**src/rtl/mips_bus_arb_pkg.sv**
```systemverilog
// Shared types for the fetch/data memory bus arbiter.
// States, bus owner encoding and the all-lanes byte enable.
package mips_bus_arb_pkg;

  typedef enum logic [1:0] {
    IDLE,
    BUS,
    RESP
  } state_t;

  typedef enum logic [1:0] {
    NONE,
    FETCH,
    DATA
  } owner_t;

  localparam logic [3:0] BE_ALL = 4'b1111;

endpackage

```
**src/rtl/mips_bus_arb_pick.sv**
```systemverilog
// Winner selection between fetch and data requesters.
// MIPS_BUS_ARB_FAIR_EN: ties alternate away from last_owner; else data wins.
module mips_bus_arb_pick
  import mips_bus_arb_pkg::*;
(
  input  logic   i_req,
  input  logic   d_req,
  input  owner_t last_owner,
  output owner_t grant
);

`ifdef MIPS_BUS_ARB_FAIR_EN
  // Tie goes to whoever did not own the bus last
  always_comb begin
    grant = NONE;
    if (i_req && d_req)
      grant = (last_owner == DATA) ? FETCH : DATA;
    else if (d_req)
      grant = DATA;
    else if (i_req)
      grant = FETCH;
  end
`else
  logic unused_last;
  assign unused_last = ^last_owner;

  // Data always beats fetch
  always_comb begin
    grant = NONE;
    if (d_req)
      grant = DATA;
    else if (i_req)
      grant = FETCH;
  end
`endif

endmodule

```
**src/rtl/mips_bus_arbiter.sv**
```systemverilog
// Serialises fetch and load/store traffic onto one Avalon-style bus.
// MIPS_BUS_ARB_FAIR_EN enables alternating tie-break via last_owner.
module mips_bus_arbiter
  import mips_bus_arb_pkg::*;
#(
  parameter int ADDR_W = 32,
  parameter int DATA_W = 32
) (
  input  logic              clk,
  input  logic              rst,
  input  logic              i_read,
  input  logic [ADDR_W-1:0] i_address,
  output logic [DATA_W-1:0] i_readdata,
  output logic              i_waitrequest,
  input  logic              d_read,
  input  logic              d_write,
  input  logic [ADDR_W-1:0] d_address,
  input  logic [DATA_W-1:0] d_writedata,
  input  logic [3:0]        d_byteenable,
  output logic [DATA_W-1:0] d_readdata,
  output logic              d_waitrequest,
  output logic [ADDR_W-1:0] address,
  output logic              read,
  output logic              write,
  output logic [DATA_W-1:0] writedata,
  output logic [3:0]        byteenable,
  input  logic              waitrequest,
  input  logic [DATA_W-1:0] readdata
);

  state_t            state_q, state_d;
  owner_t            owner_q, owner_d;
  owner_t            grant;
  owner_t            last_owner;
  logic [ADDR_W-1:0] addr_q, addr_d;
  logic [DATA_W-1:0] wdata_q, wdata_d;
  logic [3:0]        be_q, be_d;
  logic              wr_q, wr_d;
  logic              d_req;
  logic              i_done;
  logic              d_done;

  assign d_req = d_read | d_write;

  mips_bus_arb_pick u_pick (
    .i_req      (i_read),
    .d_req      (d_req),
    .last_owner (last_owner),
    .grant      (grant)
  );

`ifdef MIPS_BUS_ARB_FAIR_EN
  owner_t last_q;

  // Remember each grant so the next tie goes the other way
  always_ff @(posedge clk) begin
    if (rst)
      last_q <= FETCH;
    else if (state_q == IDLE && grant != NONE)
      last_q <= grant;
  end

  assign last_owner = last_q;
`else
  assign last_owner = FETCH;
`endif

  // State and latched bus command
  always_ff @(posedge clk) begin
    if (rst) begin
      state_q <= IDLE;
      owner_q <= NONE;
      addr_q  <= '0;
      wdata_q <= '0;
      be_q    <= '0;
      wr_q    <= 1'b0;
    end else begin
      state_q <= state_d;
      owner_q <= owner_d;
      addr_q  <= addr_d;
      wdata_q <= wdata_d;
      be_q    <= be_d;
      wr_q    <= wr_d;
    end
  end

  // Grant in IDLE, wait for acceptance in BUS, one-cycle RESP
  always_comb begin
    state_d = state_q;
    owner_d = owner_q;
    addr_d  = addr_q;
    wdata_d = wdata_q;
    be_d    = be_q;
    wr_d    = wr_q;
    unique case (state_q)
      IDLE: begin
        if (grant == DATA) begin
          state_d = BUS;
          owner_d = DATA;
          addr_d  = d_address;
          wdata_d = d_writedata;
          be_d    = d_byteenable;
          wr_d    = d_write;
        end else if (grant == FETCH) begin
          state_d = BUS;
          owner_d = FETCH;
          addr_d  = i_address;
          wdata_d = '0;
          be_d    = BE_ALL;
          wr_d    = 1'b0;
        end
      end
      BUS: begin
        if (!waitrequest)
          state_d = RESP;
      end
      RESP: begin
        state_d = IDLE;
        owner_d = NONE;
      end
      default: begin
        state_d = IDLE;
        owner_d = NONE;
      end
    endcase
  end

  assign read       = (state_q == BUS) && !wr_q;
  assign write      = (state_q == BUS) && wr_q;
  assign address    = addr_q;
  assign writedata  = wdata_q;
  assign byteenable = be_q;

  assign i_done = (state_q == RESP) && (owner_q == FETCH);
  assign d_done = (state_q == RESP) && (owner_q == DATA);

  assign i_waitrequest = !i_done;
  assign d_waitrequest = !d_done;
  assign i_readdata    = i_done ? readdata : '0;
  assign d_readdata    = d_done ? readdata : '0;

endmodule
```
**config.mk**
```make
export PLATFORM = sky130hd
export DESIGN_NAME = mips_bus_arbiter
export DESIGN_NICKNAME = d
export VERILOG_FILES = /design/src/rtl/mips_bus_arb_pkg.sv /design/src/rtl/mips_bus_arb_pick.sv /design/src/rtl/mips_bus_arbiter.sv
export SDC_FILE = /design/constraint.sdc
export NUM_CORES = 1
export LEC_CHECK = 0
export ABC_AREA = 1
export CAP_MARGIN = 20
export CORE_MARGIN = 4
export CORE_UTILIZATION = 29
export CTS_BUF_LIST = sky130_fd_sc_hd__clkbuf_16
export CTS_CLUSTER_DIAMETER = 200
export CTS_CLUSTER_SIZE = 16
export DETAILED_ROUTE_END_ITERATION = 8
export PLACE_DENSITY = 0.83
export RECOVER_POWER = 50
export SYNTH_ARGS = -nofsm -noshare
export SYNTH_HDL_FRONTEND = slang
export SYNTH_SLANG_ARGS = --single-unit
```
**constraint.sdc**
```tcl
create_clock -name clk -period 1.7 [get_ports clk]
set_input_delay 0.34 -clock clk [delete_from_list [all_inputs] [get_ports clk]]
set_output_delay 0.34 -clock clk [all_outputs]
set_load 0.02 [all_outputs]
```
# == Word level (Yosys, flattened, before mapping) ==
# Index checks and enable logic that the tools add are counted.
# classes
muxes,18
n_eq_ne,8
n_bitwise,2
n_reduce_logical,12
# ops
cell,count
$mux 32,6
$mux 2,5
$mux 4,2
$pmux 2 s2,2
$eq 2x1->1 const B,3
$eq 2x2->1 const B,3
$reduce_and 2->1,3
$logic_and 1x1->1,4
$logic_not 1->1,3
$mux 1,3
$ne 3x3->1 const B,1
$logic_not 2->1,1
$ne 2x2->1 const B,1
$reduce_bool 2->1,1
$not 1->1,1
$or 1x1->1,1
# word_totals
elab_cells,46
in_bits,138
ff_bits,73
output_inout_bits,136

# == Logic depth before layout (Yosys ltp) ==
# logic_depth
depth_word,6
mapped_depth,8
depth_no_buf,6

# == By module ==
# From an unflattened synthesis, not the netlist that was laid out.
# unflattened
hier_cells,722
area_unflattened_um2,4088.9
# by_module_without_submodules
module,seq_area_each_um2,area_per_inst_um2,cells_per_inst,instances
mips_bus_arbiter,1461.4,4071.4,719,1
mips_bus_arb_pick,0.0,17.5,3,1

# == Least setup slack after synthesis ==
# No wires, ideal clock.
# synth_path
path_type,register to output
startpoint,reg state_q[1]
endpoint,out i_readdata[22]
path_slack_ps,72
stages_incl_launch_ff,6
required_ps,1360
n_path_buf,1
arrival_time_ps,1288
path_cell_list,dfxtp_1 inv_1 nor2_1 nand3_1 clkbuf_1 nor2_1
# synth_between
elab_chain_len,3
# synth_lines
element,line,source
"start, declared",mips_bus_arbiter.sv:31,"state_t state_q, state_d;"
"start signal, assigned",mips_bus_arbiter.sv:78,state_q <= state_d;
$eq 2x2->1,mips_bus_arbiter.sv:134,assign i_done = (state_q == RESP) && (owner_q == FETCH);
$logic_and 1x1->1,mips_bus_arbiter.sv:134,
$mux 32,mips_bus_arbiter.sv:139,assign i_readdata = i_done ? readdata : '0;
"end, declared",mips_bus_arbiter.sv:13,"output logic [DATA_W-1:0] i_readdata,"
# No other way between the ends.

# == Worst setup path in the final report ==
# layout_path
startpoint,reg state_q[1]
endpoint,out i_readdata[20]
# The elaborated chain is that of the path after synthesis.

==> results.ini <==
[power_and_ir_drop]
p_clk_share_pct = 34.0
ir_worst_vdd_v = 0.000670
cellInternalPower_uw = 3800
comb_power_share_pct = 29.5
p_total_uw = 5390
p_seq_share_pct = 36.6
power_switching_uw = 1590
leakagePower_uw = 0.00329
swShare_pct = 29.4
power_density_nw_per_um2 = 769

[min_path]
holdPathStages = 2
hold_path_class = reg2reg

[run_status]
violations = setup timing
status = complete, but fails checks

[floorplanning]
initial_core_util_pct = 29.6
die_width_um = 119
coreArea_um2 = 12000
rows = 40
die_y_um = 119
top_level_ports = 274
fp.dieArea_um2 = 14100

[cells_and_area]
layout_commonest_cell = nand2_1
drive_gt1_share_pct = 17.0
nFillCells = 1120
final_cell_mix = nand2_1, clkdlybuf4s50_1, nor2_1
syn_to_final_growth_pct = 96.9
layout.nets = 1010
antennaDiodeCount = 0

[clock_tree]
cts_buffer_depth = 2
cts_tree = done
cts_buffers = 9
clk_latency_ns = 0.33
cts_sinks = 73
clkTransAtPathRegs_ns = 0.06
ctsHoldBuffers = 0
cts.htree.levels = 3
clock-root-buffer = clkbuf_16

[route]
ant_nets = 0
vias = 4379
drcViolationCount = 0
firstDrtPassIters = 4
drt_wl_total_um = 13300
wire_per_inst_um = 13.0
viasPerCell = 4.28
drt_iter0_drc = 233

[synthesis]
ys_ff_latch = 73
synth-warning-count = 0
avgSynthCellArea_um2 = 5.94
syn_nets = 737
syn_inst = 599
syn_area_um2 = 3560
synth.distinct_cells = 16
synth_seq_area_share_pct = 41.1

[critical_path]
worstSetupEndpointType = output pin
crit_type = reg2out
crit_arrival_ns = 1.45
worstPathRequired_ns = 1.36
cp_max_fo = 16
cp-start-kind = flop
r2r_cells = 7

[global_routing]
grt_max_degree = 57
grt_pass1_vias = 4154
grt_usage_pct = 17.9
grt_first_pass_wirelength_um = 20500
overflow = 0
antenna_found_initial = 0

[place]
place_ws_ns = -0.296
port_buffers = 273
gp_congestion = 0.750
dp_hpwl_um = 9680

[timing]
relSlewSlack_pct = 82.9
rsz0062_at_grt = yes
setup_viol = 39
period_share_pct = 105
worst_slack_ns = -0.0893
period_minus_slack_ns = 1.79
worst_pin_slew_ns = 0.256
fmax_mhz = 559
slew_viol_final = 0
hold_viol_final = 0
clock_skew_ns = 0.00570

[run]
cap_violations = 0

==> repair_timing <==
action                     4_1_cts  5_1_grt
gates resized for setup        379       43
setup endpoints to repair       68       68
buffers inserted                 0        1
cloned                           2        0
pin swaps                        1        1
hold endpoints to repair         0        0
==> registers in the layout, summed over array words and instances (netlist names) <==
| signal | flops |
|---|---|
| byteenable | 4 |
| writedata | 32 |
| address | 32 |
| wr_q | 1 |
| owner_q | 2 |
| state_q | 2 |
==> critical path, cell delays in order, from the launching register on <==
cell and delay, ns:
dfxtp_2 0.34, inv_2 0.05, nor2_4 0.12, nand3_4 0.15
buf_16 0.20, nor2_1 0.10, buf_4 0.15
==> through the flow <==
| stage | utilization (%) | hold WS [ns] | TNS (ns) | std cells | area, um2 |
|---|---|---|---|---|---|
| 2_1_floorplan | - | 0.419 | 0 | 599 | 3560 |
| 3_3_place_gp | 54.6 | 0.430 | -12.29 | 1005 | 6550 |
| 3_5_place_dp | 54.6 | 0.437 | -13.26 | 1005 | 6550 |
| 4_1_cts | 57.2 | 0.445 | -2.54 | 1023 | 6870 |
| 5_1_grt | 58.3 | 0.475 | -7.77 | 1024 | 7000 |
| 6_report | 58.3 | 0.443 | -1.92 | 1024 | 7000 |
==> power groups by stage <==
stage / logic (uW) / registers, uW / clock network [uW]
after global placement: 1560 / 1990 / 0
after CTS: 1590 / 1970 / 1890
after floorplan: 549 / 2200 / 0
after detailed placement: 1580 / 2000 / 0
after global routing: 1740 / 1990 / 1970
final: 1590 / 1970 / 1830
==> metal layers <==
layer	wire (um)	vias to the layer above	share of wire, %	GRT usage, %
met2	6560	173	49	29.7
met3	1250	22	9.4	7.66
met4	229	0	1.7	6.81
li1	-	2295	-	-
met5	0	-	0	0
met1	5250	1889	40	20.5
==> final timing paths <==
kind,from,to,slack [ns]
max,state_q[1],i_readdata[20],-0.09
min,byteenable[3],byteenable[3],0.44
max reg2reg,state_q[0],writedata[4],0.30
min reg2reg,byteenable[3],byteenable[3],0.44
==> final cells by class <==
cell class	count	area, um2	share of cell area [%]
Timing Repair Buffer	295	2960	42.2
Sequential cell	73	1470	20.9
Clock inverter	7	61.3	0.875
Clock buffer	9	225	3.22
Tap cell	147	184	2.63
Multi-Input combinational cell	417	1830	26.1
Inverter	76	285	4.07
==> logic make-up (layout without fill, tap and decap cells) <==
group	Yosys count	in the layout	share of synthesized area [%]
AOI/OAI and AO/OA	45	45	6.44
buffers and inverters	109	387	12.8
DFF	73	73	41.1
and+or+nand+nor	372	372	39.6
==> synth_stat cells <==
library cell | count | share of area, %
nand2_1 | 232 | 24
nor2_1 | 132 | 14
dfxtp_1 | 73 | 41
inv_1 | 72 | 7.6
a21oi_1 | 40 | 5.6
clkbuf_1 | 15 | 1.6
buf_4 | 10 | 2.1
buf_2 | 8 | 1.1
nand3_1 | 4 | 0.56
o21ai_0 | 4 | 0.56
inv_2 | 3 | 0.32
nor2_2 | 2 | 0.35
clkinv_1 | 1 | 0.11
nand2_2 | 1 | 0.18
nor3_1 | 1 | 0.14
o21ai_2 | 1 | 0.25
Note: power is estimated with default switching activity, not from simulation.
